### src/rtl/fifo_pkg.sv
// Shared FSM encoding and default sizing for the FIFO access scheduler.
package fifo_pkg;

   localparam int DEF_DATA_WIDTH     = 4;
   localparam int DEF_FIFO_DEPTH     = 16;
   localparam int DEF_PIPELINE_DEPTH = 4;

   typedef enum logic [1:0] {
      S_IDLE,
      S_ACTIVE,
      S_FLUSH,
      S_WAIT_PIPE
   } state_e;

endpackage

### src/rtl/rr_arbiter2.sv
// Two-way round-robin arbiter; the pointer moves to the other writer after every grant.
module rr_arbiter2 (
   input  logic       clk,
   input  logic       rst,
   input  logic       en_i,
   input  logic [1:0] req_i,
   output logic [1:0] grant_o
);

   logic ptr_q, ptr_d;

   always_comb begin
      grant_o = 2'b00;
      if (en_i) begin
         case (req_i)
            2'b01:   grant_o = 2'b01;
            2'b10:   grant_o = 2'b10;
            2'b11:   grant_o = ptr_q ? 2'b10 : 2'b01;
            default: grant_o = 2'b00;
         endcase
      end
      ptr_d = ptr_q;
      if (grant_o[0]) begin
         ptr_d = 1'b1;
      end else if (grant_o[1]) begin
         ptr_d = 1'b0;
      end
   end

   always_ff @(posedge clk) begin
      if (rst) begin
         ptr_q <= 1'b0;
      end else begin
         ptr_q <= ptr_d;
      end
   end

endmodule

### src/rtl/fifo_access_scheduler.sv
// Arbitrates two writers and one reader onto an external FIFO with a fixed read latency,
// tracks occupancy, and drains the FIFO on request.
module fifo_access_scheduler
   import fifo_pkg::*;
#(
   parameter int DATA_WIDTH     = DEF_DATA_WIDTH,
   parameter int FIFO_DEPTH     = DEF_FIFO_DEPTH,
   parameter int PIPELINE_DEPTH = DEF_PIPELINE_DEPTH
) (
   input  logic                              clk,
   input  logic                              rst,
   input  logic [1:0]                        wr_valid,
   input  logic [DATA_WIDTH-1:0]             wr_data0,
   input  logic [DATA_WIDTH-1:0]             wr_data1,
   output logic [1:0]                        wr_ready,
   input  logic                              rd_req,
   output logic                              rd_valid,
   output logic [DATA_WIDTH-1:0]             rd_data,
   input  logic                              flush,
   output logic                              flush_done,
   output logic                              busy,
   output logic [$clog2(FIFO_DEPTH+1)-1:0]   level,
   output logic                              fifo_write_en,
   output logic [DATA_WIDTH-1:0]             fifo_data_in,
   output logic                              fifo_read_en,
   input  logic                              fifo_full,
   input  logic                              fifo_empty,
   input  logic [DATA_WIDTH-1:0]             fifo_data_out
);

   localparam int LW = $clog2(FIFO_DEPTH+1);

   state_e                    state_q, state_d;
   logic [PIPELINE_DEPTH-1:0] vld_q, vld_d, vld_shift;
   logic [LW-1:0]             level_q, level_d;
   logic [1:0]                grant;
   logic                      ctrl_open, wr_fire, rd_fire;

   function automatic logic [LW-1:0] sat_level(input logic [LW-1:0] lvl,
                                               input logic inc, input logic dec);
      logic [LW-1:0] r;
      r = lvl;
      if (inc && !dec && lvl != LW'(FIFO_DEPTH)) begin
         r = lvl + LW'(1);
      end else if (dec && !inc && lvl != '0) begin
         r = lvl - LW'(1);
      end
      return r;
   endfunction

   // Writes and consumer reads are only serviced outside of a drain.
   assign ctrl_open = !rst && (state_q == S_IDLE || state_q == S_ACTIVE);

   rr_arbiter2 u_arb (
      .clk     (clk),
      .rst     (rst),
      .en_i    (ctrl_open && !fifo_full),
      .req_i   (wr_valid),
      .grant_o (grant)
   );

   assign wr_ready      = grant;
   assign wr_fire       = |grant;
   assign fifo_write_en = wr_fire;
   assign fifo_data_in  = grant[1] ? wr_data1 : (grant[0] ? wr_data0 : '0);

   assign rd_fire      = !rst && !fifo_empty && ((ctrl_open && rd_req) || state_q == S_FLUSH);
   assign fifo_read_en = rd_fire;

   assign rd_valid = vld_q[PIPELINE_DEPTH-1];
   assign rd_data  = rd_valid ? fifo_data_out : '0;
   assign busy     = (state_q != S_IDLE);
   assign level    = level_q;

   assign vld_shift = vld_q << 1;

   always_comb begin
      vld_d    = vld_shift;
      vld_d[0] = rd_fire;
      level_d  = sat_level(level_q, wr_fire, rd_fire);
   end

   always_comb begin
      state_d    = state_q;
      flush_done = 1'b0;
      case (state_q)
         S_IDLE: begin
            if (flush) begin
               state_d = S_FLUSH;
            end else if (|wr_valid || rd_req) begin
               state_d = S_ACTIVE;
            end
         end
         S_ACTIVE: begin
            if (flush) begin
               state_d = S_FLUSH;
            end else if (!(|wr_valid) && !rd_req && level_q == '0 && vld_q == '0) begin
               state_d = S_IDLE;
            end
         end
         S_FLUSH: begin
            if (fifo_empty) begin
               state_d = S_WAIT_PIPE;
            end
         end
         S_WAIT_PIPE: begin
            // No reads enter here, so completion lands in the cycle the last word leaves.
            if (vld_shift == '0) begin
               flush_done = !rst;
               state_d    = S_IDLE;
            end
         end
         default: state_d = S_IDLE;
      endcase
   end

   always_ff @(posedge clk) begin
      if (rst) begin
         state_q <= S_IDLE;
         vld_q   <= '0;
         level_q <= '0;
      end else begin
         state_q <= state_d;
         vld_q   <= vld_d;
         level_q <= level_d;
      end
   end

endmodule

### config.mk
export PLATFORM = sky130hd
export DESIGN_NAME = fifo_access_scheduler
export DESIGN_NICKNAME = d
export VERILOG_FILES = /design/src/rtl/fifo_pkg.sv /design/src/rtl/rr_arbiter2.sv /design/src/rtl/fifo_access_scheduler.sv
export SDC_FILE = /design/constraint.sdc
export NUM_CORES = 1
export LEC_CHECK = 0
export BUFFER_PORTS_ARGS = -buffer_cell sky130_fd_sc_hd__buf_4
export CAP_MARGIN = 25
export CORE_AREA = 10 10 53 55
export DETAILED_ROUTE_END_ITERATION = 10
export DIE_AREA = 0 0 63 65
export PLACE_DENSITY = 0.82
export SLEW_MARGIN = 20
export SYNTH_ARGS = -nofsm -noshare
export SYNTH_HDL_FRONTEND = slang
export SYNTH_HIERARCHICAL = 1
export SYNTH_SLANG_ARGS = --single-unit
export TNS_END_PERCENT = 1
### constraint.sdc
create_clock -name clk -period 5 [get_ports clk]
set_clock_uncertainty 0.15 [all_clocks]
set_input_delay 0.5 -clock clk [delete_from_list [all_inputs] [get_ports clk]]
set_output_delay 0.5 -clock clk [all_outputs]
set_load 0.02 [all_outputs]
==> impl_results.md <==
- Worst-skew pair later-pin latency: 0.29 ns
- Relative slew margins: 69.8%
- Filler Cell Count: 164
- GP Congestion: 0.811
- CP peak stage delay: 0.40 ns
- Syn nets: 117
- Max_cap viols: 0
- Pin count of the biggest net entering global routing: 18
- Yosys top cell area share: 30.2%
- P_leak: 0.000547 µW
- Worst Hold Slack: 0.281 ns
- CTS root buffer: clkbuf_4
- Crit start category: register
- Clock buffer depth: 2
- Vias per inst: 5.21
- Final setup viols: 0
- CTS tree: yes
- Met2 WL post-DR: 901 µm
- Top routing layer in use: met4
- Fraction of registers with async set/reset: 0%
- Row cnt: 16
- Hold Violations, Final: 0
- Metal3 WL: 287 µm
- Yosys reg bits: 12
- Area delta synth->final: 43.6%
- N_diodes: 0
- CP Capture Type: register
- Hold Buf Count CTS: 0
- EDFF count, synth: 0
- Area after DPL: 1110 µm²
- Buf/Inv on CP: 1
- Hold crit path type: input port to register
- Mapped Avg Cell Area: 8.65 µm²
- CTS HTree Levels: 1
- Initial Utilization: 42.7%
- Data arrival, critical path: 3.29 ns
- Number of CTS-inserted buffers: 3
- Final Critical Period: 3.24 ns
- Die W: 63 µm
- Slew Limit Fails: 0
- Total routed wirelength: 2210 µm
- # DRC: 0
- # clock sinks: 12
- Critical path data required time: 5.04 ns
- CP cell instances: nor3_1 > nand2_1 > a21oi_1 > nor2_1 > inv_1 > nand3_2 > ha_1 > a21oi_1 > nand2_1 > nor3_1 > a221oi_1 > a2111oi_2
- Tcrit/Tclk final: 64.8%
- Power Density: 277 nW/µm²
- Crit path kind: register to register
- Met1 WL: 955 µm
- Initial drt markers: 23
- Die height: 65 µm
- Crit-path max FO: 10
- Total gr overflow: 0
- Input/output buffers: 39
- Initial antenna violation count: 0
- Syn Inst Count: 92
- Non-Filler Instances: 159
- Maximum vdd drop: 0.144 mV
- Wire per inst: 13.9 µm
- Status: finished clean
- Area of the die: 4100 µm²
- Setup TNS: 0 ns
- Core footprint: 1860 µm²
- Number of global-route vias before repair: 808
- RSZ-0062 raised after global routing: false
- Seq/Total Area, Yosys: 30.2%
- All-Layer GR Usage: 10.4%
- Share of layout cells above drive strength 1: 39.4%
- Routed Antenna Nets: 0
- Ys Warns: 6
- Layout Nets: 158
- CP top delay family: simple AND/OR/NAND/NOR gates
- Final HPWL DP: 1820 µm
- CP max stage cell: nor3_1
- DR vias: 829
- Synth cell types: 41
- Cell Area, Synth: 796 µm²
- Placed Cells: 155
- Top post-synthesis cells by area: dfxtp_1 30%, ha_1 6.3%, a22o_1 4.4%
- Final Cell Area: 1140 µm²
- Cell taking the most area after synthesis: dfxtp_1
- Post-cts sizing count: 0
- Top FF cell, synth: dfxtp_1
- Setup Buffers After CTS: 0
- CTS clock-pin slew for the worst setup and hold paths: 0.08 ns
- Worst Max-Slew Pin Slew: 0.453 ns
- Ports: 40
- F_max: 0.308 GHz
- Global-route wire length before repair: 3480 µm
- Router iterations before antenna repair: 4
==> final cells by class <==
class	instances	area, µm²	area share, %
clock buffers	4	36.3	3.18
repair buffers	39	293	25.6
multi-input cells	70	513	44.9
flip-flops and latches	12	240	21.0
inverters	7	26.3	2.30
well taps	27	33.8	2.96
==> metrics by stage <==
step                      utilization [%]  power, µW  worst slack [ns]
after floorplan                         -        193              1.35
after global placement               59.4        234              1.62
after detailed placement             59.4        236              1.51
after CTS                            61.4        317              1.75
after global routing                 61.4        332              1.46
final                                61.4        316              1.76
==> state kept, by name (all words and copies together) (netlist names) <==
name / cells
level: 5
state_q: 2
u_arb/ptr_q: 1
vld_q: 4
==> report_power, final <==
group / total [µW] / switching (µW) / internal (µW) / leakage (µW)
registers: 117 / 13.1 / 104 / 0.0000982
logic: 117 / 60.0 / 56.8 / 0.000428
clock network: 81.8 / 37.4 / 44.4 / 0.0000210
==> final timing paths <==
check	startpoint	end	slack, ns	depth (start not counted)
max	state_q[1]	level[4]	1.76	12
min	wr_valid[1]	u_arb/ptr_q	0.28	2
max reg2reg	state_q[1]	level[4]	1.76	12
min reg2reg	vld_q[2]	vld_q[3]	0.32	1
==> cells in the final DEF, fill, tap and decap left out, types with 2 or more instances in the layout <==
cell	instances
buf_4	39
dfxtp_1	12
nor2_1	8
inv_1	7
nor2b_1	5
nand2_1	5
a21oi_1	5
and2_1	4
a22o_1	4
ha_1	4
nor3_1	3
clkbuf_4	3
nor4_1	2
nand4b_1	2
o31ai_1	2
a311oi_1	2
==> synthesized netlist by cell type (all sizes together) (2+ instances only) <==
master and n:
a21oi 5, a22o 4, a311oi 2, and2 5, buf 2, dfxtp 12, ha 4, inv 7
nand2 5, nand3 2, nand4b 2, nor2 8, nor2b 5, nor3 3, nor4 2, o21ai 2
o31ai 2
==> cells by family (layout without fill, tap and decap cells) <==
logic type               count (synthesis)  in the layout  share of synthesized area (%)
AND/OR/NAND/NOR                         40             40                           30.0
adder cells (fa/ha/maj)                  5              5                           8.81
flip-flops                              12             12                           30.2
AO/OA/AOI/OAI                           22             22                           21.5
XOR/XNOR                                 2              2                           2.20
buffers and inverters                   10             50                           5.35
multiplexers                             1              1                           1.89
==> metal layers <==
layer / track usage [%] / vias up
met5: 0 / -
met4: 7.54 / 0
met3: 5.33 / 9
met2: 14.8 / 50
met1: 11.6 / 357
li1: - / 413
(Power assumes the default switching activity.)
